File: src/rtl/core_wb_arbiter_if.sv
// Bundle between the producer channels, the write-back arbiter and the
// register file write ports. The arbiter uses the slave modport; the
// producer/register-file side uses the master modport.
interface core_wb_arbiter_if #(
  parameter int REG_W  = 5,
  parameter int WORD_W = 32
);
  localparam int NUM_GPREGS = 1 << REG_W;

  // producer channels, index 0 has the highest priority
  logic [3:0]             in_valid;
  logic [3:0]             in_ready;
  logic [3:0][REG_W-1:0]  in_rd;
  logic [3:0][WORD_W-1:0] in_value;

  // register file write ports
  logic [REG_W-1:0]  wr_r_a, wr_r_b, wr_r_c;
  logic              wr_enable_a, wr_enable_b, wr_enable_c;
  logic [WORD_W-1:0] wr_value_a, wr_value_b, wr_value_c;

  // registers with a write still in flight
  logic [NUM_GPREGS-1:0] pending;

  modport slave (
    input  in_valid, in_rd, in_value,
    output in_ready,
    output wr_r_a, wr_r_b, wr_r_c,
    output wr_enable_a, wr_enable_b, wr_enable_c,
    output wr_value_a, wr_value_b, wr_value_c,
    output pending
  );

  modport master (
    output in_valid, in_rd, in_value,
    input  in_ready,
    input  wr_r_a, wr_r_b, wr_r_c,
    input  wr_enable_a, wr_enable_b, wr_enable_c,
    input  wr_value_a, wr_value_b, wr_value_c,
    input  pending
  );
endinterface

File: src/rtl/core_wb_arbiter.sv
// Write-back arbiter: four producer channels, each buffered in a DEPTH-entry
// FIFO, feed up to three register file write ports per cycle from registered
// outputs. Heads are scanned 0..3; a head whose rd matches an earlier pick in
// the same cycle waits, so same-register writes retire in priority order.
// Also exports the pending-write scoreboard for the issue stage.
// Optional feature: define WB_BYPASS_EN to let a beat arriving at an empty
// FIFO compete for a port in its handshake cycle.
module core_wb_arbiter #(
  parameter int DEPTH  = 2,
  parameter int REG_W  = 5,
  parameter int WORD_W = 32
) (
  input logic               clk,
  input logic               rst,
  core_wb_arbiter_if.slave  bus
);
  localparam int NCH        = 4;
  localparam int NPORT      = 3;
  localparam int PTR_W      = $clog2(DEPTH);
  localparam int CNT_W      = PTR_W + 1;
  localparam int NUM_GPREGS = 1 << REG_W;

  logic [REG_W-1:0]  mem_rd  [NCH][DEPTH];
  logic [WORD_W-1:0] mem_val [NCH][DEPTH];
  logic [PTR_W-1:0]  rptr    [NCH];
  logic [PTR_W-1:0]  wptr    [NCH];
  logic [CNT_W-1:0]  count   [NCH];

  logic [NCH-1:0]    ready, accept, cand_valid, sel, pop, push;
  logic [REG_W-1:0]  cand_rd  [NCH];
  logic [WORD_W-1:0] cand_val [NCH];

  logic [NPORT-1:0]  nxt_en, out_en;
  logic [REG_W-1:0]  nxt_rd  [NPORT];
  logic [REG_W-1:0]  out_rd  [NPORT];
  logic [WORD_W-1:0] nxt_val [NPORT];
  logic [WORD_W-1:0] out_val [NPORT];
  logic [1:0]        nsel;
  logic              hit;

  logic [NUM_GPREGS-1:0] pend;
  logic [PTR_W-1:0]      off;

  // Handshake: ready is a pure function of the FIFO count; R0 beats are
  // acknowledged but never stored.
  always_comb begin
    for (int i = 0; i < NCH; i++) begin
      ready[i]  = count[i] != CNT_W'(DEPTH);
      accept[i] = bus.in_valid[i] && ready[i] && (bus.in_rd[i] != '0);
    end
  end

  assign bus.in_ready = ready;

  // Candidate per channel: the FIFO head, or the incoming beat when bypassing.
  always_comb begin
    for (int i = 0; i < NCH; i++) begin
      // NOTE: every output gets a default before any conditional override, so no latch is inferred.
      cand_valid[i] = count[i] != '0;
      cand_rd[i]    = mem_rd[i][rptr[i]];
      cand_val[i]   = mem_val[i][rptr[i]];
`ifdef WB_BYPASS_EN
      if (count[i] == '0 && accept[i]) begin
        cand_valid[i] = 1'b1;
        cand_rd[i]    = bus.in_rd[i];
        cand_val[i]   = bus.in_value[i];
      end
`endif
    end
  end

  // Priority scan: pick up to three candidates with distinct rd, packed onto ports a, b, c.
  always_comb begin
    // NOTE: blocking assignments here so later iterations see earlier picks; flops use <= only.
    sel    = '0;
    nsel   = '0;
    hit    = 1'b0;
    nxt_en = '0;
    for (int p = 0; p < NPORT; p++) begin
      nxt_rd[p]  = '0;
      nxt_val[p] = '0;
    end
    for (int i = 0; i < NCH; i++) begin
      hit = 1'b0;
      for (int j = 0; j < NCH; j++) begin
        if (j < i && sel[j] && cand_rd[j] == cand_rd[i]) hit = 1'b1;
      end
      if (cand_valid[i] && nsel != 2'(NPORT) && !hit) begin
        sel[i]        = 1'b1;
        nxt_en[nsel]  = 1'b1;
        nxt_rd[nsel]  = cand_rd[i];
        nxt_val[nsel] = cand_val[i];
        nsel          = nsel + 2'd1;
      end
    end
  end

  // A selected FIFO head pops; a beat selected straight from the input never enters the FIFO.
  always_comb begin
    for (int i = 0; i < NCH; i++) begin
      pop[i]  = sel[i] && (count[i] != '0);
      push[i] = accept[i] && !(sel[i] && (count[i] == '0));
    end
  end

  // FIFO pointers and occupancy; pointers wrap naturally since DEPTH is a power of two.
  always_ff @(posedge clk) begin
    if (rst) begin
      for (int i = 0; i < NCH; i++) begin
        rptr[i]  <= '0;
        wptr[i]  <= '0;
        count[i] <= '0;
      end
    end else begin
      for (int i = 0; i < NCH; i++) begin
        if (push[i]) wptr[i] <= wptr[i] + PTR_W'(1);
        if (pop[i])  rptr[i] <= rptr[i] + PTR_W'(1);
        count[i] <= count[i] + CNT_W'(push[i]) - CNT_W'(pop[i]);
      end
    end
  end

  // FIFO storage writes.
  // NOTE: storage is not reset; entry validity comes solely from rptr/count.
  always_ff @(posedge clk) begin
    for (int i = 0; i < NCH; i++) begin
      if (push[i]) begin
        mem_rd[i][wptr[i]]  <= bus.in_rd[i];
        mem_val[i][wptr[i]] <= bus.in_value[i];
      end
    end
  end

  // Output stage, reloaded every cycle; unused ports carry zeros.
  always_ff @(posedge clk) begin
    if (rst) begin
      out_en <= '0;
      for (int p = 0; p < NPORT; p++) begin
        out_rd[p]  <= '0;
        out_val[p] <= '0;
      end
    end else begin
      out_en <= nxt_en;
      for (int p = 0; p < NPORT; p++) begin
        out_rd[p]  <= nxt_rd[p];
        out_val[p] <= nxt_val[p];
      end
    end
  end

  assign bus.wr_enable_a = out_en[0];
  assign bus.wr_enable_b = out_en[1];
  assign bus.wr_enable_c = out_en[2];
  assign bus.wr_r_a      = out_rd[0];
  assign bus.wr_r_b      = out_rd[1];
  assign bus.wr_r_c      = out_rd[2];
  assign bus.wr_value_a  = out_val[0];
  assign bus.wr_value_b  = out_val[1];
  assign bus.wr_value_c  = out_val[2];

  // Scoreboard: every live FIFO entry plus every enabled output port marks its rd.
  always_comb begin
    pend = '0;
    off  = '0;
    for (int i = 0; i < NCH; i++) begin
      for (int j = 0; j < DEPTH; j++) begin
        off = PTR_W'(j) - rptr[i];
        if (CNT_W'(off) < count[i]) pend[mem_rd[i][j]] = 1'b1;
      end
    end
    for (int p = 0; p < NPORT; p++) begin
      if (out_en[p]) pend[out_rd[p]] = 1'b1;
    end
  end

  assign bus.pending = pend;

endmodule
File: src/flat_wrapper.sv
// flat-port wrapper written by rule: the top's interface ports become plain ports
module core_wb_arbiter_flat 
#(
  parameter int DEPTH  = 2,
  parameter int REG_W  = 5,
  parameter int WORD_W = 32
)
  (clk, rst, bus_in_valid, bus_in_rd, bus_in_value, bus_in_ready, bus_wr_r_a, bus_wr_r_b, bus_wr_r_c, bus_wr_enable_a, bus_wr_enable_b, bus_wr_enable_c, bus_wr_value_a, bus_wr_value_b, bus_wr_value_c, bus_pending);
  core_wb_arbiter_if #(.REG_W(REG_W), .WORD_W(WORD_W)) bus_i ();
  input logic clk;
  input logic rst;
  input wire logic [$bits(bus_i.in_valid)-1:0] bus_in_valid;
  input wire logic [$bits(bus_i.in_rd)-1:0] bus_in_rd;
  input wire logic [$bits(bus_i.in_value)-1:0] bus_in_value;
  output wire logic [$bits(bus_i.in_ready)-1:0] bus_in_ready;
  output wire logic [$bits(bus_i.wr_r_a)-1:0] bus_wr_r_a;
  output wire logic [$bits(bus_i.wr_r_b)-1:0] bus_wr_r_b;
  output wire logic [$bits(bus_i.wr_r_c)-1:0] bus_wr_r_c;
  output wire logic [$bits(bus_i.wr_enable_a)-1:0] bus_wr_enable_a;
  output wire logic [$bits(bus_i.wr_enable_b)-1:0] bus_wr_enable_b;
  output wire logic [$bits(bus_i.wr_enable_c)-1:0] bus_wr_enable_c;
  output wire logic [$bits(bus_i.wr_value_a)-1:0] bus_wr_value_a;
  output wire logic [$bits(bus_i.wr_value_b)-1:0] bus_wr_value_b;
  output wire logic [$bits(bus_i.wr_value_c)-1:0] bus_wr_value_c;
  output wire logic [$bits(bus_i.pending)-1:0] bus_pending;
  assign bus_i.in_valid = bus_in_valid;
  assign bus_i.in_rd = bus_in_rd;
  assign bus_i.in_value = bus_in_value;
  assign bus_in_ready = bus_i.in_ready;
  assign bus_wr_r_a = bus_i.wr_r_a;
  assign bus_wr_r_b = bus_i.wr_r_b;
  assign bus_wr_r_c = bus_i.wr_r_c;
  assign bus_wr_enable_a = bus_i.wr_enable_a;
  assign bus_wr_enable_b = bus_i.wr_enable_b;
  assign bus_wr_enable_c = bus_i.wr_enable_c;
  assign bus_wr_value_a = bus_i.wr_value_a;
  assign bus_wr_value_b = bus_i.wr_value_b;
  assign bus_wr_value_c = bus_i.wr_value_c;
  assign bus_pending = bus_i.pending;
  core_wb_arbiter #(.DEPTH(DEPTH), .REG_W(REG_W), .WORD_W(WORD_W)) u_core (.clk(clk), .rst(rst), .bus(bus_i));
endmodule
File: config.mk
export PLATFORM = sky130hd
export DESIGN_NAME = core_wb_arbiter_flat
export DESIGN_NICKNAME = d
export VERILOG_FILES = /design/src/rtl/core_wb_arbiter_if.sv /design/src/rtl/core_wb_arbiter.sv /design/src/flat_wrapper.sv
export SDC_FILE = /design/constraint.sdc
export NUM_CORES = 1
export LEC_CHECK = 0
export ABC_AREA = 1
export CAP_MARGIN = 20
export CELL_PAD_IN_SITES_DETAIL_PLACEMENT = 1
export CELL_PAD_IN_SITES_GLOBAL_PLACEMENT = 2
export CORE_ASPECT_RATIO = 1.25
export CORE_UTILIZATION = 28
export CTS_CLUSTER_DIAMETER = 200
export DETAILED_ROUTE_END_ITERATION = 7
export PLACE_DENSITY = 0.69
export SLEW_MARGIN = 20
export SYNTH_ARGS = -nofsm -noshare
export SYNTH_HDL_FRONTEND = slang
export SYNTH_SLANG_ARGS = --single-unit
File: constraint.sdc
create_clock -name clk -period 4.1 [get_ports clk]
set_clock_uncertainty 0.15 [all_clocks]
set_input_delay 1.025 -clock clk [delete_from_list [all_inputs] [get_ports clk]]
set_output_delay 1.025 -clock clk [all_outputs]
set_load 0.005 [all_outputs]
==> flow_results.org, run 1 <==
** Floorplan
- Row generation in the floorplan step produced 113 rows.
- Effective utilization at floorplan :: 0.283
- Core Box Area :: 0.0762 mm2
- Die area :: 0.0782 mm2
- In this run the count of I/O pins placed on the die edge is 304.
- Die outline height :: 312 um
- Width of the die :: 250 um

** Worst setup path
- The worst setup path is of the reg2out kind.
- Among all stages on the critical path, the largest delay is contributed by clkdlybuf4s50_1.
- Data on the critical path is required at its endpoint by 2.92 ns.
- Chain of cells forming the critical path :: inv_1 -> nor3_2 -> inv_1 -> buf_4 -> o22ai_1 -> a221oi_1 -> nand3_1 -> clkdlybuf4s50_1
- The startpoint identified for the worst register-to-register timing path is u_core.rptr[0][0].
- Startpoint of the most critical setup path :: u_core.mem_rd[2][7]
- Setup slack of the most critical reg-to-reg path :: 0.29 ns
- Critical Path Most Common Cell :: inv_1
- Critical path peak fanout :: 6
- Max incr delay on CP :: 0.54 ns
- Data arrives at the worst endpoint at 2.89 ns.
- Critical path endpoint :: bus_pending[14]
- Category of the worst setup path launch point :: flop
- Measured in cells, the most critical reg-to-reg path has a length of 21.
- Worst r2r dst :: u_core.count[0][7]
- STA classifies the critical path endpoint as a primary output.

** Global route
- For this run, the total global-route usage over all layers was measured as 0.290.
- Via count of the first global-routing pass :: 21,848
- Total overflow reported by the global router :: 0
- The initial antenna violation count is 5.
- The first global-routing pass estimated 160 mm of wire.
- Entering global routing, the biggest net connects 65 pins.

** CTS
- Clock Latency Late Sink :: 0.59 ns
- After clock tree synthesis, the flow added hold-fix buffers numbering 0.
- The clock tree synthesis step divided the H-tree into 2 levels.
- TritonCTS built the clock tree.
- CTS placed an instance of clkbuf_16 at the clock tree root.
- After clock tree synthesis, the clock-pin slew on the worst setup and hold paths is 0.06 ns.
- The clock drives 426 sinks.
- CTS max path bufs :: 3
- Counting the buffers created by CTS gives 44.

** Placed design
- The count of buffers added on input and output ports is 303.
- At the end of routability-driven placement, the weighted congestion stood at 1.00.
- Counting tap cells, the placed design contains a total of 3,914 instances.
- The wire-length estimate of the detail-placed layout is 91.6 mm.
- Setup Slack @ Placement :: 0.0334 ns

** Route
- First DRT Iteration DRCs :: 915
- Drt via density :: 5.06
- Summing over every cut layer, the via total after detailed routing is 20,323.
- Antenna-violating nets left :: 0
- DRC errors left :: 0
- The first TritonRoute pass finished after 5 iterations.
- In the final routed layout, each cell accounts on average for 28.5 um.
- The routed design has 114 mm of wire.

** Yosys
- Synthesis handed over a netlist of 2,593 instances.
- Averaged over all synthesized cells, the footprint is 8.32 um2.
- The synthesized design contains 426 register bits.
- Count of warnings emitted by yosys :: 0
- edfxtp_1 takes more of the synthesized area than any other cell.
- The number of nets in the synthesized netlist is 2,757.
- Main area contributors after synthesis :: edfxtp_1 42%, nand2_1 12%, dfxtp_1 11%
- Of the post-synthesis cell area, the dominant cell type holds 0.423.
- Synthesis instantiated 41 different standard cells from the library.
- Of the synthesized area, sequential elements account for 0.536.
- Asr flop ratio synth :: 0
- Summing every instance area after synthesis gives 0.0216 mm2.
- The most used flip-flop cell after synthesis is edfxtp_1.
- Number of flops mapped to enable cells by yosys :: 304

** Timing
- Worst slew slack as a fraction of its limit :: 0.453
- Actual slew at the worst max-slew pin :: 0.812 ns
- For the finished layout, the period the worst path requires is 4.07 ns.
- Once routing completed, OpenROAD measured the worst setup slack at 0.0303 ns.
- Total Neg Setup Slack :: 0 ns
- Final Cycle Share :: 0.993
- Final hold viol count :: 0
- Static timing analysis puts the maximum clock frequency at 0.246 GHz.
- Setup repair after global routing could not meet its margin everywhere.
- The max-slew violation total from the final report is 0.
- Setup violations remaining at the end of the flow were counted as 0.

** Final layout
- For this run, the share of the core covered by cells in the final layout is 0.375.
- Leaving out filler cells and counting taps, the final layout contains 4,019.
- Compared with the post-synthesis result, the final layout area differs by 32.3%.
- Leaving out fill and tap cells, the most frequent cell in the layout is nand2_1.
- Most used cells in the layout excluding fill and tap cells :: 693 x nand2_1, 385 x nor2_1, 304 x edfxtp_1
- Final Net Count :: 3,169
- Layout cell share with drive strength beyond 1 :: 0.143
- Filler Cell Count :: 8,956

** Hold path
- Along the worst hold path, the cell count comes to 1.
- Hold Crit Class :: reg2reg

** Power
- Cell area power density :: 650 mW/mm2
- Leakage power figure :: 11.4 nW
- The worst-case IR drop observed on VDD is 382 uV.

** Outcome
- The flow ran to the end, and the final reports show no timing, DRC or antenna violations.

** Run
- Across the run, the number of max-cap violations was 0.
[worst min path at each step]
stage	from	to	slack [ns]
6_report	u_core.count[0][5]	u_core.count[0][5]	0.31
5_1_grt	u_core.count[0][5]	u_core.count[0][5]	0.33
4_1_cts	u_core.count[0][5]	u_core.count[0][5]	0.35
3_5_place_dp	u_core.count[0][5]	u_core.count[0][5]	0.33
3_3_place_gp	u_core.count[0][5]	u_core.count[0][5]	0.32
2_1_floorplan	u_core.count[0][3]	u_core.count[0][3]	0.30
[cell usage after synthesis (6+ instances only)]
master     count
a21oi_1       37
a221oi_1      28
buf_1         10
buf_2         32
buf_4         12
buf_6         18
clkbuf_1      42
dfxtp_1      122
edfxtp_1     304
ha_1           9
inv_1        230
inv_2          9
mux2i_1       22
nand2_1      708
nand2_2        6
nand3_1       86
nand4_1       31
nor2_1       396
nor3_1       103
o2111ai_1      9
o21ai_0      156
o22ai_1      119
or2_2         66
[metrics by stage]
| stage | total power, mW | area [um2] | hold WS (ns) |
|---|---|---|---|
| 3_5_place_dp | 14.4 | 26500 | 0.332 |
| 3_3_place_gp | 14.4 | 26500 | 0.319 |
| 4_1_cts | 18.7 | 28300 | 0.347 |
| 6_report | 18.6 | 28600 | 0.308 |
| 2_1_floorplan | 10.3 | 21600 | 0.302 |
| 5_1_grt | 19.6 | 28600 | 0.333 |
[cell type report]
| cell class | count | area [um2] | area share |
|---|---|---|---|
| diodes | 2 | 5.00 | 0.000175 |
| clock buffers | 53 | 1230 | 0.0431 |
| clock inverters | 28 | 234 | 0.00819 |
| inverters | 240 | 920 | 0.0322 |
| multi-input cells | 1813 | 8920 | 0.312 |
| flip-flops and latches | 426 | 11600 | 0.406 |
| well taps | 977 | 1220 | 0.0428 |
| repair buffers | 480 | 4450 | 0.156 |
[state kept, by name, summed over array words and instances, names as in the netlist]
name            count
u_core.out_val     96
u_core.wptr         4
u_core.count        8
u_core.mem_rd      40
u_core.rptr         4
u_core.out_en       3
u_core.out_rd      15
u_core.mem_val    256
[critical path: cells and delay by family, from the launching register on]
family / cells / cell delay (ns)
buf+inv: 4 / 1.05
simple gates: 2 / 0.56
flops: 1 / 0.49
compound gates: 2 / 0.20
[timing repair]
| action | 4_1_cts | 5_1_grt |
|---|---|---|
| gates resized for setup | 79 | 48 |
| pin swaps | 2 | 2 |
| hold endpoints to repair | 0 | 0 |
| endpoints found under the setup margin | 32 | 22 |
| buffers inserted | 9 | 13 |
[logic make-up (layout without fill, tap and decap cells)]
kind of cell               after synthesis  count (layout)  share of synthesized area
AOI/OAI and AO/OA                      365             365                      0.100
xor gates and xnor gates                 6               6                    0.00244
adders and majority gates               10              10                    0.00615
buffers and inverters                  354             801                     0.0719
DFF                                    426             426                      0.536
muxes                                   22              22                     0.0102
other                                    0               2                          0
and+or+nand+nor                       1410            1410                      0.273
[report_power, final]
group	switching, mW	leakage, nW	internal, mW
Clock	1.76	0.712	2.34
Sequential	0.431	3.85	5.41
Combinational	5.82	6.88	2.80
[routing by layer]
layer / GRT usage / vias to the layer above / part of all wire
met5: 0 / - / 0.00038
met4: 0.200 / 6 / 0.081
met3: 0.0436 / 238 / 0.038
met2: 0.571 / 530 / 0.55
met1: 0.271 / 10043 / 0.33
li1: - / 9506 / -
(Power assumes the default switching activity.)
==> run 2, diff against run 1 <==
--- a/config.mk
+++ b/config.mk
@@ -12,6 +12,7 @@
 export CORE_ASPECT_RATIO = 1.25
-export CORE_UTILIZATION = 28
+export CORE_UTILIZATION = 33
 export CTS_CLUSTER_DIAMETER = 200
 export DETAILED_ROUTE_END_ITERATION = 7
-export PLACE_DENSITY = 0.69
+export GPL_TIMING_DRIVEN = 0
+export PLACE_DENSITY = 0.79
 export SLEW_MARGIN = 20
==> constraint.sdc (replaced) <==
create_clock -name clk -period 4.1 [get_ports clk]
set_clock_uncertainty 0.15 [all_clocks]
set_input_delay 0.82 -clock clk [delete_from_list [all_inputs] [get_ports clk]]
set_output_delay 0.82 -clock clk [all_outputs]
set_load 0.005 [all_outputs]
==> run 2 against run 1 <==
Compared with the run above:
- the flow now finishes with violations (negative setup slack)
- first-iteration DRC count increased by 53%
- highest routed layer is now met4
- critical endpoint is now bus_pending[3]
- sequential share of layout area rose by 0.47 points
- hold slack improved by 0.042 ns
- utilization is 6.2 points higher
- global-route usage rose by 4.3 points
- flip-flop and latch count stayed put
- clock power fell by 6.3%
- via count rose by 1.5%
- routed wire length down 2.6%
- fmax shrank 1.7%
- register-to-register slack got worse by 0.23 ns
- total power is 0.15% higher
==> flow_results.org, run 2 (synthesis results as in run 1) <==
** Final layout
- Once layout is complete, the utilization of the core stands at 0.437.
- Most common library cell in the layout ignoring fill and taps :: nand2_1
- Post-layout instance count excluding filler cells :: 3,856
- In the layout the commonest cells are 689 x nand2_1, 383 x nor2_1, 304 x edfxtp_1.
- Filler Cell Count :: 7,595
- # diodes :: 0
- The net count of the finished layout is 3,140.
- In the final layout, the share of cells above drive strength 1 is 0.125.
- Max reg flops :: 256
- Growth of design area from synthesis to finish :: 30.7%
- Summing all non-filler instances in the final layout gives an area of 0.0282 mm2.

** Timing
- Of the available clock period, the critical path in the final layout requires 1.01.
- Hold is met by 0.350 ns.
- Final setup vio count :: 2
- Once routing completed, OpenROAD measured the worst setup slack at -0.0397 ns.
- The worst pin sits at a relative slew slack of 0.240.
- Setup repair after global routing could not meet its margin everywhere.
- For the pin with the worst max-slew slack, the measured transition is 1.14 ns.
- Fmax :: 0.242 GHz
- Post-layout minimum cycle time :: 4.14 ns
- The max-slew violation total from the final report came to 0.
- Summed over all failing endpoints, the final setup total negative slack is -0.0607 ns.
- Final hold viol count :: 0

** Worst setup path
- STA classifies the critical path endpoint as a primary output.
- STA classifies the critical path startpoint as a flop.
- Crit path arrival time :: 3.17 ns
- For the worst flop-to-flop path, the logic depth is 21.
- Worst r2r dst :: u_core.count[0][7]
- Required time reported for the critical path endpoint :: 3.13 ns
- Across all register-to-register paths, the minimum setup slack is 0.06 ns.
- The worst setup path is of the reg2out kind.
- Critical path peak fanout :: 10
- In this run the critical register-to-register path is launched from u_core.rptr[0][1].

** CTS
- Deepest level of the CTS H-tree :: 2
- Clock-pin slew was measured on the worst setup and hold paths at 0.07 ns.
- For this design, the sink count on the clock tree is 426.
- Buffers inserted during clock tree synthesis total 41.
- Hold-fix buffer count after cts :: 0
- Clock Latency Late Sink :: 0.56 ns
- Clock tree from TritonCTS :: built
- Root Buffer Master :: clkbuf_16
- CTS max path bufs :: 3

** Power
- Of the total power, the share spent switching nets is 0.439.
- The share of total power dissipated in sequential elements is 0.316.
- In this run the power spent charging and discharging nets is 8.16 mW.
- For this design the static power due to leakage is 11.1 nW.
- The internal power of the cells totals 10.4 mW.
- IR Drop Worst-Case VDD :: 382 uV
- Power comes to 18.6 mW.
- Power spread over the standard cell area amounts to 659 mW/mm2.
- Gate power share :: 0.477
- Clock Power Share :: 0.206

** Placed design
- Once placement completed, the tool counted placed cells totaling 3,756.
- Setup Slack @ Placement :: -0.703 ns
- At the end of routability-driven placement, the weighted congestion stood at 1.00.
- Detailed placement ended at an HPWL of 90.1 mm.
- In this run the cell area measured after placement is 0.0260 mm2.
- Port bufs :: 302

** Route
- Overall via count from detail_route :: 20,620
- The first detailed-routing pass took 5 iterations.
- Using the TritonRoute via totals, the vias-per-cell ratio works out to 5.35.
- The detailed router finished its first iteration with 1,398 violations.
- DRC errors left :: 0
- Routed wire per std cell :: 28.9 um
- The detail route stage leaves a number of antenna-violating nets equal to 0.
- Total wire length :: 111 mm

** Global route
- The total overflow left after global routing is 0.
- Largest net degree at the start of global routing :: 29
- The first global-routing pass estimated 156 mm of wire.
- Via count of the first global-routing pass :: 22,007
- The initial antenna violation count was 0.
- In the global route stage, overall resource usage came out at 0.333.

** Floorplan
- 304 I/O pins were placed.
- The die is 288 um tall.
- Row generation in the floorplan step produced 104 rows.
- Die area :: 0.0664 mm2
- Effective utilization at floorplan :: 0.334
- After floorplanning, the core was sized to cover 0.0645 mm2.
- The floorplan step set the die width to 231 um.

** Hold path
- Hold Crit Class :: reg2reg
- The worst hold path begins at u_core.count[0][3].
- Worst hold endpoint :: u_core.count[0][3]
- Counting instances, the worst hold path has a depth of 1.

** Outcome
- Failing checks :: negative setup slack
- Status :: complete, but fails checks

** Run
- Max_cap viols :: 0
[run 2: cell types whose count changed in the layout (fill, tap and decap cells not counted), sizes merged]
cell	change
buf	-67
bufinv	+1
clkbuf	+47
clkdlybuf4s50	+9
clkinv	-9
diode	-2
dlygate4sd2	-9
dlymetal6s2s	-1
inv	-3
[run 2: critical path, stage by stage, from the launching register on]
cell,delay [ns]
edfxtp_1,0.38
buf_4,0.19
buf_4,0.20
o21ai_4,0.19
nand3_2,0.43
o22ai_1,0.37
a221oi_2,0.11
nand3_1,0.20
clkdlybuf4s50_1,0.54
[run 2: worst max-delay path by stage]
stage                                   start                     to  slack (ns)  cells past startpoint
final                       u_core.rptr[0][1]         bus_pending[3]       -0.04                      8
after global routing        u_core.rptr[0][1]     u_core.count[0][7]       -0.16                     21
after CTS                 u_core.out_rd[0][6]        bus_pending[26]       -0.02                      7
after detailed placement    u_core.rptr[0][3]         bus_pending[2]       -0.70                     10
after global placement        bus_in_valid[2]  u_core.mem_val[2][27]       -0.90                      4
after floorplan             u_core.rptr[0][1]     u_core.count[0][7]        0.66                     21
[run 2: routing by layer]
layer	wire (um)	GRT usage	vias to the layer above
li1	-	-	9455
met1	38800	0.335	10184
met2	59400	0.635	694
met3	3680	0.0297	287
met4	9570	0.249	0
met5	0	0	-
[run 2: power by group through the flow]
stage	Clock, mW	Sequential, mW	Combinational [mW]
after floorplan	0	5.76	4.56
after global placement	0	5.95	8.24
after detailed placement	0	5.94	8.48
after CTS	3.88	5.87	8.77
after global routing	4.01	5.93	9.57
final	3.84	5.88	8.87
[run 2: cell type report]
class                   instances  area, um2  share of cell area
well taps                     848       1060              0.0376
multi-input cells            1813       9200               0.326
plain buffers                 113        674              0.0239
clock buffers                  58       1110              0.0393
inverters                     240        928              0.0329
clock inverters                17        190             0.00674
flip-flops and latches        426      11600               0.410
repair buffers                341       3470               0.123
[run 2: timing repair]
item,4_1_cts,5_1_grt
gates resized for setup,140,47
pin swaps,13,9
setup buffers,19,7
endpoints found under the setup margin,44,53
==> run 3, diff against run 2 <==
GPL_ROUTABILITY_DRIVEN = 0   (was default)
==> run 3 against run 2 <==
Compared with the run above:
- the flow now finishes without violations
- register-to-register slack better by 0.18 ns
- utilization is essentially flat
- combinational power decreased by 1%
- clock-buffer cell count did not move
- setup slack better by 0.084 ns
- hold slack worse by 0.0027 ns
- die area is the same
- total power up 1.3%
- global-route usage shrank 4.0 points
- critical endpoint is now bus_pending[0]
==> flow_results.org, run 3 (synthesis results as in run 1) <==
** Outcome
- The run finished with clean final reports.

** Timing
- Setup repair after global routing could not meet its margin everywhere.
- Dividing the final minimum period by the clock period gives 0.989.
- Worst slew slack as a fraction of its limit :: 0.254
- The max-slew violation total from the final report is 0.
- Final hold viol count :: 0
- Setup violations remaining at the end of the flow were counted as 0.
- For this run, the top clock speed supported by timing is 0.247 GHz.
- Total Neg Setup Slack :: 0 ns
- For the pin with the worst max-slew slack, the measured transition is 1.11 ns.
- Post-layout minimum cycle time :: 4.06 ns

** CTS
- Number of buffers inserted during clock tree synthesis :: 44
- Clock-pin slew was measured on the worst setup and hold paths at 0.06 ns.
- Clock tree from TritonCTS :: built
- In this run the number of H-tree levels came out at 2.
- Counting every sink on the clock net gives 426.
- Clock Latency Late Sink :: 0.58 ns
- Hold-fix buffer count after cts :: 0
- No sink is reached through more buffers than the 3 on the longest clock path.
- In this run the clock root is driven by a clkbuf_16.

** Final layout
- At the end of the flow, the number of nets in the layout was 3,131.
- At the end of the flow the core is filled with cells to 0.437.
- Most common library cell in the layout ignoring fill and taps :: nand2_1
- # diodes :: 0
- The area growth from synthesis to layout is 30.6%.
- The library cells used most frequently in the layout, excluding fill and tap cells, are 687 x nand2_1, 385 x nor2_1, 304 x edfxtp_1.
- Post-layout instance count excluding filler cells :: 3,847
- Max reg flops :: 256
- Area of all placed cells without fillers :: 0.0282 mm2
- Layout cell share with drive strength beyond 1 :: 0.115

** Global route
- Met3 track demand over resource in global routing :: 0.0377
- Total overflow reported by the global router :: 0
- All-layer global routing usage :: 0.293
- In the global route stage, met1 resource usage came out at 0.316.
- Via count of the first global-routing pass :: 21,687
- First-pass GRT wire length :: 141 mm
- Met2 track demand over resource in global routing :: 0.547
- met2 is the most crowded layer.
- Largest net degree at the start of global routing :: 27
- The initial antenna violation count came to 0.

** Worst setup path
- Category of the worst setup path launch point :: flop
- The worst setup path is captured at a primary output.
- Required time reported for the critical path endpoint :: 3.13 ns
- Along the worst path, the maximum fanout reaches 10.
- Crit path arrival time :: 3.09 ns
- Class of the most critical setup path :: reg2out

** Placed design
- Number of placed cells counting well taps :: 3,751
- Port buffering added 302 buffers.
- Placed inst area :: 0.0259 mm2
- The HPWL after detailed placement is 77.5 mm.

** Route
- The routed layout has 20,636 vias.
- The final layout contains routed wiring with a total length of 98.4 mm.
- DRC errors left :: 0
- 1st-pass router iterations :: 7
- The detail route stage leaves a number of antenna-violating nets equal to 0.
- In this run, the number of DRC markers left after iteration 0 of detailed routing was 1,709.
- Drt via density :: 5.36
- Dividing the detail-routed wire length by the instance count gives 25.6 um.

** Power
- The share of total power dissipated in sequential elements is 0.309.
- Internal power consumption :: 10.8 mW
- The share of total power dissipated in the clock network is 0.226.
- IR Drop Worst-Case VDD :: 338 uV
- The analysis attributes to cell leakage a power of 11.1 nW.
- The analysis attributes to net switching a power of 7.99 mW.
- Cell area power density :: 668 mW/mm2
- The share of total power dissipated in combinational logic is 0.464.
- Of the total power, the share spent switching nets is 0.424.

** Run
- Max_cap viols :: 0

** Floorplan
- Number of top-level pins :: 304
- Effective utilization at floorplan :: 0.334
- The floorplan step defined a core boundary enclosing 0.0645 mm2.
- Width of the die :: 231 um
- Standard-cell row count :: 104
- The die is 288 um tall.
- Die area :: 0.0664 mm2

** Hold path
- In this run the worst hold path is classified as reg2reg.
-- run 3: changes by cell type in the layout (fill, tap and decap cells not counted), sizes merged --
cell	previous run	this run
buf	110	98
inv	238	242
bufinv	4	7
dlymetal6s2s	3	2
clkinvlp	6	2
clkdlybuf4s50	297	300
dlygate4sd2	2	0
-- run 3: path summary, 6_finish.rpt --
check | start | to | slack, ns | cells past startpoint
max | u_core.rptr[0][0] | bus_pending[0] | 0.04 | 11
min | u_core.count[0][5] | u_core.count[0][5] | 0.35 | 1
max reg2reg | u_core.rptr[0][2] | u_core.count[0][7] | 0.24 | 22
min reg2reg | u_core.count[0][5] | u_core.count[0][5] | 0.35 | 1
-- run 3: through the flow --
step                hold WS, ns  total power [mW]  setup slack [ns]
floorplan                 0.302              10.3             0.659
global placement          0.326              13.9             -1.05
detailed placement        0.335              14.2            -0.626
CTS                       0.349              18.6            -0.111
global route              0.365              19.8           -0.0215
finish                    0.348              18.8            0.0447
-- run 3: layout make-up --
cell class | instances | area, um2
fill | 7637 | 36400
sequential | 426 | 11600
multi-input combinational | 1813 | 9100
timing repair buffer | 330 | 3370
clock buffer | 58 | 1210
tap | 848 | 1060
inverter | 240 | 911
buffer | 112 | 672
clock inverter | 20 | 292
-- run 3: what timing repair did --
action	4_1_cts	5_1_grt
gates resized for setup	68	91
pin swaps	7	8
buffers inserted	10	10
endpoints found under the setup margin	70	55
-- run 3: per-layer routing --
metal | vias up | wire length [um] | part of all wire
met1 | 10105 | 36100 | 0.37
met2 | 786 | 51200 | 0.52
li1 | 9436 | - | -
met5 | - | 0 | 0
met4 | 0 | 6400 | 0.065
met3 | 309 | 4700 | 0.048
-- run 3: critical path, stage by stage, from the launching register on --
cell and delay, ns:
edfxtp_1 0.36, buf_4 0.18, inv_2 0.11, buf_6 0.16, o21ai_2 0.11, inv_1 0.17, nor2_4 0.07, nand2_2 0.18
inv_1 0.15, a221oi_4 0.33, nand3_1 0.19, clkdlybuf4s50_1 0.48
-- run 3: power by group through the flow --
stage / Clock [mW] / Sequential, mW / Combinational (mW)
2_1_floorplan: 0 / 5.76 / 4.56
3_3_place_gp: 0 / 5.90 / 8.03
3_5_place_dp: 0 / 5.88 / 8.27
4_1_cts: 4.34 / 5.81 / 8.46
5_1_grt: 4.47 / 5.88 / 9.47
6_report: 4.26 / 5.82 / 8.74
==> patch 1: new RTL, config.mk and constraints of run 3 <==
`WORD_W` is set to 32 in 3 places; all go to 36.
--- a/src/rtl/core_wb_arbiter_if.sv
+++ b/src/rtl/core_wb_arbiter_if.sv
@@ -3,7 +3,7 @@
 // producer/register-file side uses the master modport.
 interface core_wb_arbiter_if #(
   parameter int REG_W  = 5,
-  parameter int WORD_W = 32
+  parameter int WORD_W = 36
 );
   localparam int NUM_GPREGS = 1 << REG_W;
 
--- a/src/rtl/core_wb_arbiter.sv
+++ b/src/rtl/core_wb_arbiter.sv
@@ -8,7 +8,7 @@
 module core_wb_arbiter #(
   parameter int DEPTH  = 2,
   parameter int REG_W  = 5,
-  parameter int WORD_W = 32
+  parameter int WORD_W = 36
 ) (
   input logic               clk,
   input logic               rst,
--- a/src/flat_wrapper.sv
+++ b/src/flat_wrapper.sv
@@ -3,7 +3,7 @@
 #(
   parameter int DEPTH  = 2,
   parameter int REG_W  = 5,
-  parameter int WORD_W = 32
+  parameter int WORD_W = 36
 )
   (clk, rst, bus_in_valid, bus_in_rd, bus_in_value, bus_in_ready, bus_wr_r_a, bus_wr_r_b, bus_wr_r_c, bus_wr_enable_a, bus_wr_enable_b, bus_wr_enable_c, bus_wr_value_a, bus_wr_value_b, bus_wr_value_c, bus_pending);
   core_wb_arbiter_if #(.REG_W(REG_W), .WORD_W(WORD_W)) bus_i ();
Ports: changed (resized bus_in_value, bus_wr_value_a, bus_wr_value_b and bus_wr_value_c); port bits go from 304 to 332. The function was not compared with the original's and may differ.
==> patch 1 against run 3 <==
  * Sequential power rose by 12%
  * Setup slack worse by 0.033 ns
  * Routed wire length up 8.3%
  * First-iteration DRC count shrank 0.76%
  * Count of clock-buffer cells in the layout down 2
  * Area after synthesis rose by 7.5%
  * Power increased by 8.5%
  * Sequential cell count rose by 44
  * Sequential share of layout area up 1.1 points
  * Final cell count is 7.2% higher
  * Combinational power up 9.8%
  * Final area increased by 7.6%
  * Critical path type unchanged
  * Largest cell class unchanged
==> patch 1: results (changes against run 3) <==
Setup path
  – Terminus of the critical flop-to-flop path: u_core.count[0][7] (unchanged)
  – Worst R2R Setup Slack: 0.18 ns (was 0.24 ns)
  – R2r worst-path depth: 21 (was 22)
  – Worst Setup EP: bus_pending[4] (was bus_pending[0])
  – Crit path max fanout: 10 (unchanged)
  – WP data arrival: 3.12 ns (was 3.09 ns)
  – Critical Path Start: u_core.rptr[0][1] (was u_core.rptr[0][0])
  – R2r startpoint: u_core.mem_rd[1][0] (was u_core.rptr[0][2])

Power and ir drop
  – Leak pwr: 11.7 nW (was 11.1 nW)
  – Worst vdd ir: 0.000450 V (was 0.000338 V)

Clock network
  – Total number of H-tree levels: 2 (unchanged)
  – Clk_lat worst skew: 0.60 ns (was 0.58 ns)
  – Root Buffer Master: clkbuf_16 (unchanged)
  – Num CTS Buffers: 47 (was 44)
  – Longest Clk Path Bufs: 3 (unchanged)
  – Reg clk slew, reported paths: 0.06 ns (about the same)

Global routing
  – Largest net degree at the start of global routing: 28 (was 27)
  – Initial antenna violation count: 1 (was 0)
  – Gr usage total: 29.4% (was 29.3%)
  – Vias in the first global route: 22900 (was 21700)
  – First-pass GRT wire length: 152000 um (was 141000 um)

Drt
  – Routed via count: 22100 (was 20600)
  – DR pass1 iterations: 6 (was 7)
  – Wire per inst: 25.8 um (was 25.6 um)
  – DRT iter0 DRCs: 1696 (was 1709)

Hold path
  – Tightest Hold Check Type: flip-flop to flip-flop (unchanged)

Cells and area
  – Max reg flops: 288 (was 256)
  – Share of cells above drive strength 1: 11.6% (was 11.5%)
  – Nets: 3330 (was 3131)

Run status
  – Run status: completed (unchanged)

Place
  – PortBufs: 331 (was 302)
  – Dpl hpwl: 84100 um (was 77500 um)

Synth
  – Yosys warning total: 0 (unchanged)
  – Main area contributors after synthesis: edfxtp_1, nand2_1, dfxtp_1, nor2_1, inv_1 (unchanged)
  – Most used DFF post-synth: edfxtp_1 (unchanged)
  – Distinct cells, synth: 45 (was 41)
  – Number of synthesized flops with an enable pin: 336 (was 304)
  – Asr flop ratio synth: 0% (unchanged)
  – Most frequent cells after synthesis: nand2_1, nor2_1, edfxtp_1, inv_1, o21ai_0 (unchanged)
  – Sequential area share after synthesis: 55.1% (was 53.6%)
  – Synthesized Nets: 2910 (was 2757)

Timing
  – Slew @ Worst Pin: 1.06 ns (was 1.11 ns)
patch 1: cell count changes after synthesis, sizes merged, moves of 15 or more:
cell,before,now
nor2,399,439
edfxtp,304,336
inv,240,218
nand2,716,736
nand4,31,47
clkbuf,42,57
patch 1: what timing repair did:
item                                    4_1_cts  5_1_grt
resized for setup                            76       71
pin swaps                                     7       19
setup buffers                                 8       25
endpoints found under the setup margin      152       74
endpoints found under the hold margin         0        0
patch 1: how the worst min path moves through the flow:
stage                                   from            endpoint  slack [ns]  cells past startpoint
after floorplan           u_core.count[0][1]  u_core.count[0][1]        0.30                      2
after global placement    u_core.count[0][1]  u_core.count[0][1]        0.32                      2
after detailed placement  u_core.count[0][1]  u_core.count[0][1]        0.33                      2
after CTS                 u_core.count[0][1]  u_core.count[0][1]        0.37                      2
after global routing      u_core.count[0][7]  u_core.count[0][7]        0.42                      1
final                     u_core.count[0][1]  u_core.count[0][1]        0.39                      2
patch 1: critical path, stage by stage, from the launching register on:
cell and delay [ns]:
edfxtp_1 0.44, inv_2 0.07, buf_6 0.14, clkbuf_8 0.17, a21oi_4 0.23, nor3_4 0.08, buf_12 0.15, clkinvlp_4 0.15
nor2_1 0.06, a311oi_1 0.33, nand3_1 0.19, clkdlybuf4s50_1 0.49
patch 1: layout make-up:
type,count,area (um^2)
antenna,1,2.50
buffer,127,668
clock buffer,56,1290
clock inverter,32,248
fill,8116,39100
inverter,219,832
multi-input combinational,1913,9580
sequential,470,12800
tap,935,1170
timing repair buffer,372,3760
patch 1: power by group:
group / total, mW / switching [mW] / internal [mW]
Sequential: 6.50 / 0.517 / 5.98
Clock: 4.33 / 1.93 / 2.40
Combinational: 9.60 / 6.44 / 3.16
Total: 20.4 / 8.88 / 11.5
patch 1: cells by family (layout without fill, tap and decap cells):
family	Yosys count	count (layout)	synth area share [%]
buf+inv	347	806	6.16
flops	470	470	55.1
fa+ha+maj	10	10	0.572
simple gates	1490	1490	26.9
xor+xnor	6	6	0.227
mux	34	34	1.47
other cells	0	1	0
compound gates	373	373	9.60
patch 1: routing by layer:
metal  vias up  track usage, %  part of all wire, %
met5         -               0                    0
met4         0            18.9                  7.2
met3       294            4.04                  5.0
met2       885            52.8                   51
met1     10800            32.3                   37
li1      10100               -                    -
patch 1: stage by stage:
stage	instance area, um^2	worst slack (ns)	util [%]	hold WS, ns	cells
5_1_grt	30300	-0.0521	43.7	0.419	4125
6_report	30300	0.0114	43.7	0.388	4125
3_3_place_gp	27700	-1.35	39.8	0.323	3996
4_1_cts	29800	-0.0251	43.0	0.372	4099
3_5_place_dp	27900	-0.899	40.2	0.329	4004
2_1_floorplan	23200	0.499	-	0.305	2730
==> patch 2: new RTL, flow settings as in run 3 <==
Without the edit above. Add a define of `WB_BYPASS_EN`.
--- a/src/rtl/core_wb_arbiter.sv
+++ b/src/rtl/core_wb_arbiter.sv
@@ -5,6 +5,8 @@
 // Also exports the pending-write scoreboard for the issue stage.
 // Optional feature: define WB_BYPASS_EN to let a beat arriving at an empty
 // FIFO compete for a port in its handshake cycle.
+`define WB_BYPASS_EN
+
 module core_wb_arbiter #(
   parameter int DEPTH  = 2,
   parameter int REG_W  = 5,
Check against the original RTL: not equivalent (Yosys sat finds a counterexample within 4 cycles, from zero or initial values and one cycle with rst high).
==> patch 2 against run 3 <==
  * The run now ends with DRC left
  * Setup slack worse by 0.0098 ns
  * Non-clock buffer count grew 46
  * Routed wire length grew 6.7%
  * Fmax down 0.24%
  * Global-route usage rose by 1.0 points
  * Count of clock-buffer cells in the layout is 6 lower
  * Critical path type unchanged
  * Clock power fell by 3%
  * Sequential cell count stayed put
  * Final area rose by 3.5%
  * Power is 10% higher
  * Area after synthesis up 2.7%
  * Highest routed layer is now met5
==> patch 2: results (changes against run 3) <==
Drt
  – Remaining DRCs: 34 (was 0)
  – Met3 routed WL: 5590 um (was 4700 um)
  – DRT iter0 DRCs: 1736 (was 1709)
  – M1 WL: 37800 um (was 36100 um)
  – DR pass1 iterations: 8 (was 7)
  – Routed via count: 22100 (was 20600)
  – Met2 wire length: 53600 um (was 51200 um)
  – Highest routed layer: met5 (was met4)
  – DR vias/cell: 5.49 (was 5.36)
  – Final WL: 105000 um (was 98400 um)

Cells and area
  – Buffering overhead: 15.2% (was 14.3%)
  – Inverters: 224 (was 240)
  – Ant. Diodes: 5 (was 0)
  – CLK BUF: 52 (was 58)
  – Clock tree cell share of total cell area: 5.00% (was 5.34%)
  – Share of cells above drive strength 1: 11.0% (was 11.5%)
  – Comb_multi_in: 1943 (was 1813)
  – Seq cells: 426 (unchanged)
  – Number of non-clock buffers in the layout: 488 (was 442)
  – Fillers: 7811 (was 7637)

Power and ir drop
  – Leak pwr: 11.2 nW (was 11.1 nW)
  – Clock net power: 4.12 mW (was 4.26 mW)
  – Cell Int Power: 11.7 mW (was 10.8 mW)
  – Worst vdd ir: 0.000442 V (was 0.000338 V)
  – Power Sequential: 6.26 mW (was 5.82 mW)

Synth
  – Main area contributors after synthesis: edfxtp_1, dfxtp_1, nand2_1, nor2_1, o21ai_0 (was edfxtp_1, nand2_1, dfxtp_1, nor2_1, inv_1)
  – Post-Synth Adder-Cell Area: 0.339% (was 0.615%)
  – Gate Count Post-Synth: 2737 (was 2593)
  – Sequential area share after synthesis: 52.2% (was 53.6%)
  – Multiplexer share of the synthesized area: 1.45% (was 1.02%)
  – Xor and xnor fraction of the mapped netlist area: 0.198% (was 0.243%)
  – Most frequent cells after synthesis: nand2_1, nor2_1, edfxtp_1, o21ai_0, inv_1 (was nand2_1, nor2_1, edfxtp_1, inv_1, o21ai_0)
  – Synth Area in Compound Gates: 13.0% (was 10.0%)

Global routing
  – First-pass GRT wire length: 151000 um (was 141000 um)
  – Met1 usage: 31.8% (was 31.6%)
  – Met3 Usage GRT: 5.01% (was 3.77%)
  – Largest net degree at the start of global routing: 25 (was 27)
  – Met2 Use GR: 55.0% (was 54.7%)
  – Initial antenna violation count: 5 (was 0)
  – Vias in the first global route: 23200 (was 21700)

Place
  – Area after DPL: 0.0266 mm^2 (was 0.0259 mm^2)
  – Dpl hpwl: 81200 um (was 77500 um)
  – Pre-CTS setup slack: -1.59 ns (was -0.626 ns)
  – Placed cells: 3903 (was 3751)

Setup path
  – Largest stage delay on the critical path: 0.55 ns (was 0.48 ns)
  – Worst R2R Setup Slack: 0.10 ns (was 0.24 ns)
  – Critical Path Start: u_core.rptr[2] (was u_core.rptr[0][0])
  – R2r startpoint: u_core.rptr[1] (was u_core.rptr[0][2])
  – Terminus of the critical flop-to-flop path: u_core.out_val[0][58] (was u_core.count[0][7])

Timing
  – Max Clk Rate: 246 MHz (was 247 MHz)
  – Slew @ Worst Pin: 0.992 ns (was 1.11 ns)

Run status
  – Run status: finished, violations left (was completed)
  – Failing checks: DRC

Floorplanning
  – Tap Count: 856 (was 848)
[patch 2: changes by cell type after synthesis, sizes merged, moves of 38 or more]
| cell | delta |
|---|---|
| nand2 | -128 |
| nor3 | +60 |
| or2 | -64 |
| nor2 | +61 |
| o21ai | +107 |
| nand3 | +41 |
| a31oi | +38 |
[patch 2: worst min path at each step]
stage | slack (ns) | from | depth (start not counted) | endpoint
3_5_place_dp | 0.35 | u_core.count[0][0] | 2 | u_core.count[0][1]
6_report | 0.41 | u_core.count[1][1] | 1 | u_core.count[1][1]
2_1_floorplan | 0.31 | u_core.count[0][0] | 2 | u_core.count[0][1]
5_1_grt | 0.45 | u_core.count[2][1] | 1 | u_core.count[2][1]
3_3_place_gp | 0.33 | u_core.count[0][0] | 2 | u_core.count[0][1]
4_1_cts | 0.41 | u_core.count[1][1] | 1 | u_core.count[1][1]
[patch 2: timing repair]
item	CTS	global route
resized for setup	117	114
cloned	2	4
pin swaps	16	15
setup buffers	19	12
setup endpoints to repair	306	296
